===== config.mk =====
export PLATFORM = sky130hd
export DESIGN_NAME = ram_arbiter
export DESIGN_NICKNAME = d
export VERILOG_FILES = /design/src/rtl/ram_arbiter.sv
export SDC_FILE = /design/constraint.sdc
export NUM_CORES = 1
export LEC_CHECK = 0
export CAP_MARGIN = 30
export CORE_UTILIZATION = 44
export DETAILED_ROUTE_END_ITERATION = 6
export PLACE_DENSITY = 0.9
export SYNTH_ARGS = -nofsm -noshare
export SYNTH_HDL_FRONTEND = slang
export SYNTH_SLANG_ARGS = --single-unit

===== constraint.sdc =====
create_clock -name clk -period 2.7 [get_ports clk]
set_input_delay 0.54 -clock clk [delete_from_list [all_inputs] [get_ports clk]]
set_output_delay 0.54 -clock clk [all_outputs]
set_load 0.005 [all_outputs]

===== src/rtl/ram_arbiter.sv =====
// ram_arbiter: two-requester (Apple bus, CPU) arbiter in front of a single
// RAM controller command port. No grant is made until the RAM PLL lock has
// been stable for LOCK_WAIT cycles. Losing lock aborts the transaction in
// flight. The aborted requester keeps its request up and is arbitrated again
// after relock.
//
// Optional feature: define RAM_ARBITER_FAIRNESS_EN to allow a waiting CPU to
// win after STARVE_MAX consecutive Apple grants. When the macro is undefined,
// Apple always wins over the CPU.
//
// state     | meaning
// ----------+-----------------------------------------------------------
// WAIT_LOCK | counting consecutive synchronized-lock cycles, ready=0
// IDLE      | lock qualified, arbitrating among pending requests
// ISSUE     | mem_req driven with the latched command, waiting for accept
// WAIT_DONE | command accepted, waiting for mem_done to ack the winner
`timescale 1ns/1ps

module ram_arbiter #(
    parameter int ADDR_W     = 22,
    parameter int DATA_W     = 16,
    parameter int LOCK_WAIT  = 255,
    parameter int STARVE_MAX = 4
) (
    input  logic                clk,
    input  logic                reset_n,
    input  logic                pll_lock,

    input  logic                apl_req,
    input  logic                apl_we,
    input  logic [ADDR_W-1:0]   apl_addr,
    input  logic [DATA_W-1:0]   apl_wdata,
    input  logic [DATA_W/8-1:0] apl_wmask,
    output logic                apl_ack,

    input  logic                cpu_req,
    input  logic                cpu_we,
    input  logic [ADDR_W-1:0]   cpu_addr,
    input  logic [DATA_W-1:0]   cpu_wdata,
    input  logic [DATA_W/8-1:0] cpu_wmask,
    output logic                cpu_ack,

    output logic [DATA_W-1:0]   rdata,

    output logic                mem_req,
    output logic                mem_we,
    output logic [ADDR_W-1:0]   mem_addr,
    output logic [DATA_W-1:0]   mem_wdata,
    output logic [DATA_W/8-1:0] mem_wmask,
    input  logic                mem_accept,
    input  logic                mem_done,
    input  logic [DATA_W-1:0]   mem_rdata,

    output logic                ready
);

    localparam int LC_W = (LOCK_WAIT < 2) ? 1 : $clog2(LOCK_WAIT + 1);

    if (LOCK_WAIT < 1 || STARVE_MAX < 1) begin : g_bad_params
        $error("ram_arbiter: LOCK_WAIT and STARVE_MAX must be at least 1");
    end

    typedef enum logic [1:0] {
        WAIT_LOCK = 2'd0,
        IDLE      = 2'd1,
        ISSUE     = 2'd2,
        WAIT_DONE = 2'd3
    } state_t;

    state_t            state;
    state_t            state_nxt;

    logic [1:0]        lock_sync;
    logic              lock_s;
    logic [LC_W-1:0]   lock_cnt;
    logic              lock_done;

    logic              any_req;
    logic              pick_cpu;
    logic              grant;
    logic              complete;
    logic              owner_cpu;

    // two-flop synchronizer for the asynchronous PLL lock
    always_ff @(posedge clk or negedge reset_n) begin
        if (!reset_n) lock_sync <= 2'b00;
        else          lock_sync <= {lock_sync[0], pll_lock};
    end

    assign lock_s    = lock_sync[1];
    assign lock_done = lock_s && (lock_cnt == LC_W'(LOCK_WAIT - 1));

    // count consecutive high lock cycles; cleared on any low cycle or outside WAIT_LOCK
    always_ff @(posedge clk or negedge reset_n) begin
        if (!reset_n)                                      lock_cnt <= '0;
        else if (state == WAIT_LOCK && lock_s && !lock_done) lock_cnt <= lock_cnt + 1'b1;
        else                                               lock_cnt <= '0;
    end

    assign any_req = apl_req | cpu_req;

`ifdef RAM_ARBITER_FAIRNESS_EN
    localparam int SC_W = (STARVE_MAX < 2) ? 1 : $clog2(STARVE_MAX + 1);
    logic [SC_W-1:0] starve_cnt;

    assign pick_cpu = cpu_req && (!apl_req || (starve_cnt == SC_W'(STARVE_MAX)));

    // consecutive Apple grants taken while the CPU was waiting
    always_ff @(posedge clk or negedge reset_n) begin
        if (!reset_n) begin
            starve_cnt <= '0;
        end else if (grant) begin
            if (pick_cpu || !cpu_req) starve_cnt <= '0;
            else                      starve_cnt <= starve_cnt + 1'b1;
        end
    end
`else
    assign pick_cpu = cpu_req && !apl_req;
`endif

    // state register
    always_ff @(posedge clk or negedge reset_n) begin
        if (!reset_n) state <= WAIT_LOCK;
        else          state <= state_nxt;
    end

    // next state, grant/complete strobes and mem_req; lock loss overrides everything
    always_comb begin
        state_nxt = state;
        grant     = 1'b0;
        complete  = 1'b0;
        mem_req   = 1'b0;
        case (state)
            WAIT_LOCK: begin
                if (lock_done) state_nxt = IDLE;
            end
            IDLE: begin
                if (!lock_s) begin
                    state_nxt = WAIT_LOCK;
                end else if (any_req && !apl_ack && !cpu_ack) begin
                    // the ack cycle is skipped: its requester still shows req
                    grant     = 1'b1;
                    state_nxt = ISSUE;
                end
            end
            ISSUE: begin
                mem_req = lock_s;
                if (!lock_s) begin
                    state_nxt = WAIT_LOCK;
                end else if (mem_accept) begin
                    if (mem_done) begin
                        complete  = 1'b1;
                        state_nxt = IDLE;
                    end else begin
                        state_nxt = WAIT_DONE;
                    end
                end
            end
            WAIT_DONE: begin
                if (!lock_s) begin
                    state_nxt = WAIT_LOCK;
                end else if (mem_done) begin
                    complete  = 1'b1;
                    state_nxt = IDLE;
                end
            end
            default: state_nxt = WAIT_LOCK;
        endcase
    end

    // command register, loaded from the winner at grant time
    always_ff @(posedge clk or negedge reset_n) begin
        if (!reset_n) begin
            owner_cpu <= 1'b0;
            mem_we    <= 1'b0;
            mem_addr  <= '0;
            mem_wdata <= '0;
            mem_wmask <= '0;
        end else if (grant) begin
            owner_cpu <= pick_cpu;
            mem_we    <= pick_cpu ? cpu_we    : apl_we;
            mem_addr  <= pick_cpu ? cpu_addr  : apl_addr;
            mem_wdata <= pick_cpu ? cpu_wdata : apl_wdata;
            mem_wmask <= pick_cpu ? cpu_wmask : apl_wmask;
        end
    end

    // completion: one-cycle ack to the owner, read data captured alongside
    always_ff @(posedge clk or negedge reset_n) begin
        if (!reset_n) begin
            apl_ack <= 1'b0;
            cpu_ack <= 1'b0;
            rdata   <= '0;
        end else begin
            apl_ack <= complete && !owner_cpu;
            cpu_ack <= complete &&  owner_cpu;
            if (complete) rdata <= mem_rdata;
        end
    end

    // ready follows the state the FSM is entering
    always_ff @(posedge clk or negedge reset_n) begin
        if (!reset_n) ready <= 1'b0;
        else          ready <= (state_nxt != WAIT_LOCK);
    end

endmodule


==> reports/results.txt, run 1 <==
outcome - finished clean
initial antenna violation count - 0
worst IR drop on VDD - 0.000278 V
CP arrival - 1.51 ns
Data required, critical path - 2.16 ns
sequential area share after synthesis - 0.540
first-pass GRT wire length - 12000 µm
Core Region - 7330 µm²
worst slew pin tran - 0.907 ns
CTS Sinks - 73
I/O Buffers - 165
Reg clk slew, reported paths - 0.08 ns
Total Power - 2440 µW
static leakage - 0.00226 µW
CTS buffer count - 9
Critical Path, Cell by Cell - nand2_1 -> nor2_1 -> clkdlybuf4s50_1
max_cap viols - 0
# DRC - 0
vias in the first global route - 2545
H-tree depth - 3
Synth async-reset ratio - 1.00
slew margin rel. - 0.395
synthesized area - 3380 µm²
Post-DP HPWL - 5950 µm
post-synth cell types - 34
xor and xnor area share after synthesis - 0.00777
clock insertion delay at the later pin of the skew report - 0.34 ns
total gr overflow - 0
startpoint types - register
Tcrit/Tclk final - 0.758
post-CTS setup buffers - 0
die area - 8040 µm²
final hold viol count - 0
initial DRC count - 87
std cell rows - 31
Mean Syn Cell Area - 14.2 µm²
slowest cell on the critical path - clkdlybuf4s50_1
CTS tree - done
compound-cell area share of the yosys netlist - 0.0303
post-synth net total - 345
DR WL/cell - 15.6 µm
dominant synthesized flop cell - dfrtp_1
kind of critical path - register to output pin
Hold Path Class - primary input to asynchronous set/reset pin
busiest grt layer - met2
Synth Area in Adders - 0.00740
Tmin final - 2.05 ns
WP buf/inv - 1
Root Driver - clkbuf_8
Setup Viol. Count Final - 0
P&R area growth vs syn - 57.6%
flop-to-flop setup slack - 1.05 ns
Pre-antenna DRT Iters - 4
gr usage total - 0.201
ANT nets after route - 0
routed vias - 2550
Yosys warning count - 0
RSZ-0062 raised after global routing - no
Nets - 513
Seq cells post-synth - 73
Peak Freq - 489 MHz
final wirelength - 7960 µm
M2 GR Usage - 0.342
I/O pin total - 166
largest net degree at the start of global routing - 74
CP top delay family - buffers and inverters
layout cells sized above 1 - 0.239
hold buffers post-CTS - 0
count of flip-flops with a built-in enable after synthesis - 0
largest family of logic cells by synthesized area - multiplexers
Post-Syn Instances - 238
CP Capture Type - output pin
Final Max Tran Viols - 0
Die Span X - 89.7 µm
post-synthesis simple-gate area fraction - 0.0548
Initial Util - 0.461
final setup TNS - 0 ns
CTS Buffer Depth - 2
peak fanout along the critical path - 7
Pwr per Cell Area - 457 nW/µm²
post-DR vias/cell - 5.01
slowest stage delay, CP - 0.51 ns
# diodes - 0
Clock Skew - 0.0123 ns
post-synth top area share - 0.540
mux contribution to synthesized area - 0.330
Post-CTS Resized - 0
Die Y - 89.7 µm
leading area contributor after synthesis - dfrtp_1
top post-synthesis cells by area - dfrtp_1, mux2_2, mux2_1
met3 GRT Util - 0.0622
GR met1 Demand/Resource - 0.243
routability cong. - 0.820
fillcell total - 491
-- registers in the layout, summed over array words and instances (netlist names) --
signal,cells
mem_wmask,2
mem_we,1
lock_sync,2
lock_cnt,8
cpu_ack,1
rdata,16
owner_cpu,1
ready,1
state,2
mem_wdata,16
apl_ack,1
mem_addr,22
-- area by class of cell --
class | instances | area (µm²) | share of cell area
sequential | 73 | 1830 | 0.343
timing repair buffer | 170 | 1710 | 0.321
multi-input combinational | 149 | 1460 | 0.274
clock buffer | 11 | 141 | 0.0265
tap | 99 | 124 | 0.0232
clock inverter | 4 | 53.8 | 0.0101
inverter | 3 | 11.3 | 0.00211
-- metal layers --
metal / wire [µm] / vias to the layer above
li1: - / 1189
met1: 3190 / 1240
met2: 4040 / 115
met3: 653 / 6
met4: 73 / 0
met5: 0 / -
-- logic make-up after synthesis --
kind of cell	count (synthesis)
flip-flops	73
multiplexers	99
buffers and inverters	16
AO/OA/AOI/OAI	14
adder cells (fa/ha/maj)	2
XOR/XNOR	3
AND/OR/NAND/NOR	31
-- metrics by stage --
stage | hold slack [ns] | cells | worst slack, ns | util | instance area (µm²)
6_report | 0.321 | 509 | 0.654 | 0.727 | 5330
5_1_grt | 0.381 | 509 | 0.563 | 0.727 | 5330
2_1_floorplan | 0.244 | 238 | 0.899 | - | 3380
3_3_place_gp | 0.334 | 494 | 0.494 | 0.700 | 5130
3_5_place_dp | 0.347 | 494 | 0.455 | 0.700 | 5130
4_1_cts | 0.358 | 509 | 0.633 | 0.727 | 5330
-- cell usage in the layout, fill, tap and decap left out, types with 3 or more instances in the layout --
cell type,instances
clkdlybuf4s50_1,164
buf_4,4
mux2_1,25
dfrtp_1,73
nand2_1,5
clkbuf_8,10
inv_1,3
nand3_1,3
nor2_1,10
mux2_2,74
-- Yosys cell counts (all sizes together), types with 2 or more instances --
library cell	count
inv	3
nand3	3
nand2b	2
o21ai	2
a31oi	2
nor2	10
nor3	2
xnor2	2
buf	11
a21boi	2
mux2	99
and3	2
clkbuf	2
a21oi	2
dfrtp	73
nand2	5
ha	2
-- final timing paths --
kind | depth (start not counted) | endpoint | startpoint
worst max-delay path | 3 | mem_req | lock_sync[1]$_DFF_PN0_
worst min register to register | 0 | lock_sync[1]$_DFF_PN0_ | lock_sync[0]$_DFF_PN0_
max in group asynchronous | 1 | lock_cnt[1]$_DFF_PN0_ | reset_n
min in group clk | 0 | lock_sync[1]$_DFF_PN0_ | lock_sync[0]$_DFF_PN0_
worst max register to register | 4 | mem_wdata[7]$_DFFE_PN0P_ | state[1]$_DFF_PN0_
worst min-delay path | 1 | ready$_DFF_PN0_ | reset_n
-- power by group --
group          leakage, µW  internal, µW  total, µW  switching (µW)
Combinational      0.00123           297        414             117
Clock            0.0000916           449        842             393
Sequential        0.000943          1150       1180            32.7
(Power assumes the default switching activity.)
==> inputs of run 2 (changes only) <==
Settings changed: CORE_UTILIZATION 44 to 41, PLACE_DENSITY 0.9 to 0.85.
Clock period 2.7 ns to 2 ns, I/O delays scaled along.
==> run 2 against run 1 <==
Effect of this change:
- clock skew shrank 0.0066 ns
- clock power up 69%
- sequential power rose by 36%
==> reports/results.txt, run 2 (synthesis gave the netlist of run 1 again) <==
Critical R2R Launch - state[0]$_DFF_PN0_
startpoint types - register
flop-to-flop setup slack - 0.36 ns
Peak Freq - 526 MHz
fillcell total - 603
Largest regs - mem_addr: 22 flops, mem_wdata: 16 flops, rdata: 16 flops
clock insertion delay at the later pin of the skew report - 0.34 ns
CTS tree - done
Pwr per Cell Area - 657 nW/µm²
gr usage total - 0.191
WP buf/inv - 1
hold path depth - 0
Critical Path Stages - 2
initial antenna violation count - 0
routed vias - 2594
initial DRC count - 122
total gr overflow - 0
worst IR drop on VDD - 0.000493 V
CP top delay family - buffers and inverters
Core Region - 7850 µm²
Hold Path End - lock_sync[1]$_DFF_PN0_
placed cell count - 501
P&R area growth vs syn - 61.8%
CP Capture Type - output pin
kind of critical path - register to output pin
slew margin rel. - 0.720
Die Span X - 92.8 µm
std cell rows - 32
DR WL/cell - 15.5 µm
min-delay src - lock_sync[0]$_DFF_PN0_
length in cells of the worst reg-to-reg path - 4
Most flops, register - mem_addr
I/O pin total - 166
Clock Skew - 0.00574 ns
worst slew pin tran - 0.420 ns
non-filler cells, final - 518
Storage cell area - 1830 µm²
static leakage - 0.00232 µW
ANT nets after route - 0
slowest cell on the critical path - clkdlybuf4s50_1
final hold viol count - 0
Nets - 518
RR Endpoint - mem_wdata[11]$_DFFE_PN0P_
slowest stage delay, CP - 0.52 ns
Data required, critical path - 1.60 ns
H-tree depth - 3
Setup Viol. Count Final - 0
largest net degree at the start of global routing - 45
outcome - finished clean
routability cong. - 0.780
layout cells sized above 1 - 0.255
Post-DP HPWL - 6030 µm
die area - 8620 µm²
Final Max Tran Viols - 0
Initial Util - 0.431
Reg clk slew, reported paths - 0.08 ns
CTS Buffer Depth - 2
peak fanout along the critical path - 8
# DRC - 0
Die Y - 92.8 µm
commonest non-fill, non-tap cell in the layout - clkdlybuf4s50_1
max_cap viols - 0
WHS - 0.356 ns
post-CTS setup buffers - 0
Tmin final - 1.90 ns
CTS buffer count - 9
most frequent cells in the layout - clkdlybuf4s50_1, mux2_2, dfrtp_1
Hold Path Class - register to register
CP arrival - 1.50 ns
I/O Buffers - 165
RSZ-0062 raised after global routing - no
Pre-antenna DRT Iters - 4
Root Driver - clkbuf_8
first-pass GRT wire length - 12800 µm
final wirelength - 8030 µm
Tcrit/Tclk final - 0.950
vias in the first global route - 2761
# diodes - 0
max FFs per register - 22
Critical Path, Cell by Cell - nor2_1 -> clkdlybuf4s50_1
post-DR vias/cell - 5.01
CTS Sinks - 73
area taken by multi-input logic gates - 1460 µm²
[run 2: how the worst max path moves through the flow]
stage               slack [ns]              startpoint                   endpoint
finish                     0.1      state[0]$_DFF_PN0_                    mem_req
global route              0.02      state[0]$_DFF_PN0_                    mem_req
CTS                       0.06  lock_sync[1]$_DFF_PN0_                    mem_req
detailed placement       -0.14                 cpu_req  mem_wdata[13]$_DFFE_PN0P_
global placement         -0.12                 cpu_req   mem_wdata[5]$_DFFE_PN0P_
floorplan                 0.34                 cpu_req    mem_addr[0]$_DFFE_PN0P_
[run 2: through the flow]
step	cell area (µm²)	worst slack, ns	TNS (ns)	util	power (µW)
2_1_floorplan	3380	0.339	0	-	1780
3_3_place_gp	5210	-0.124	-3.57	0.663	2190
3_5_place_dp	5210	-0.145	-4.26	0.663	2210
4_1_cts	5470	0.0586	0	0.697	3650
5_1_grt	5470	0.0166	0	0.697	3740
6_report	5470	0.0995	0	0.697	3590
[run 2: layer usage]
| layer | global-route usage | vias to the layer above | wire length (µm) |
|---|---|---|---|
| met1 | 0.225 | 1271 | 3220 |
| met2 | 0.325 | 111 | 3980 |
| met4 | 0.0833 | 0 | 125 |
| met5 | 0 | - | 0 |
| li1 | - | 1201 | - |
| met3 | 0.0517 | 11 | 705 |
[run 2: report_power, final]
part | switching, µW | total, µW | internal [µW]
clock network | 556 | 1420 | 867
registers | 43.8 | 1600 | 1550
logic | 162 | 576 | 414
total | 762 | 3590 | 2830
[run 2: what timing repair did]
action                     in CTS  in global routing
hold endpoints to repair       27                  0
setup endpoints to repair       0                  1
hold buffers                    1                  0
resized for setup               0                  2
[run 2: area by class of cell]
| cell class | instances | area share |
|---|---|---|
| clock buffer | 10 | 0.0252 |
| timing repair buffer | 175 | 0.327 |
| sequential | 73 | 0.334 |
| inverter | 3 | 0.00206 |
| multi-input combinational | 149 | 0.267 |
| clock inverter | 6 | 0.0210 |
| tap | 102 | 0.0233 |
[run 2: worst register-to-register path, cell delays in order (launching register included)]
cell and delay (ns):
dfrtp_1 0.54, nand3b_4 0.14, nor4_4 0.23, buf_4 0.27
mux2_2 0.36
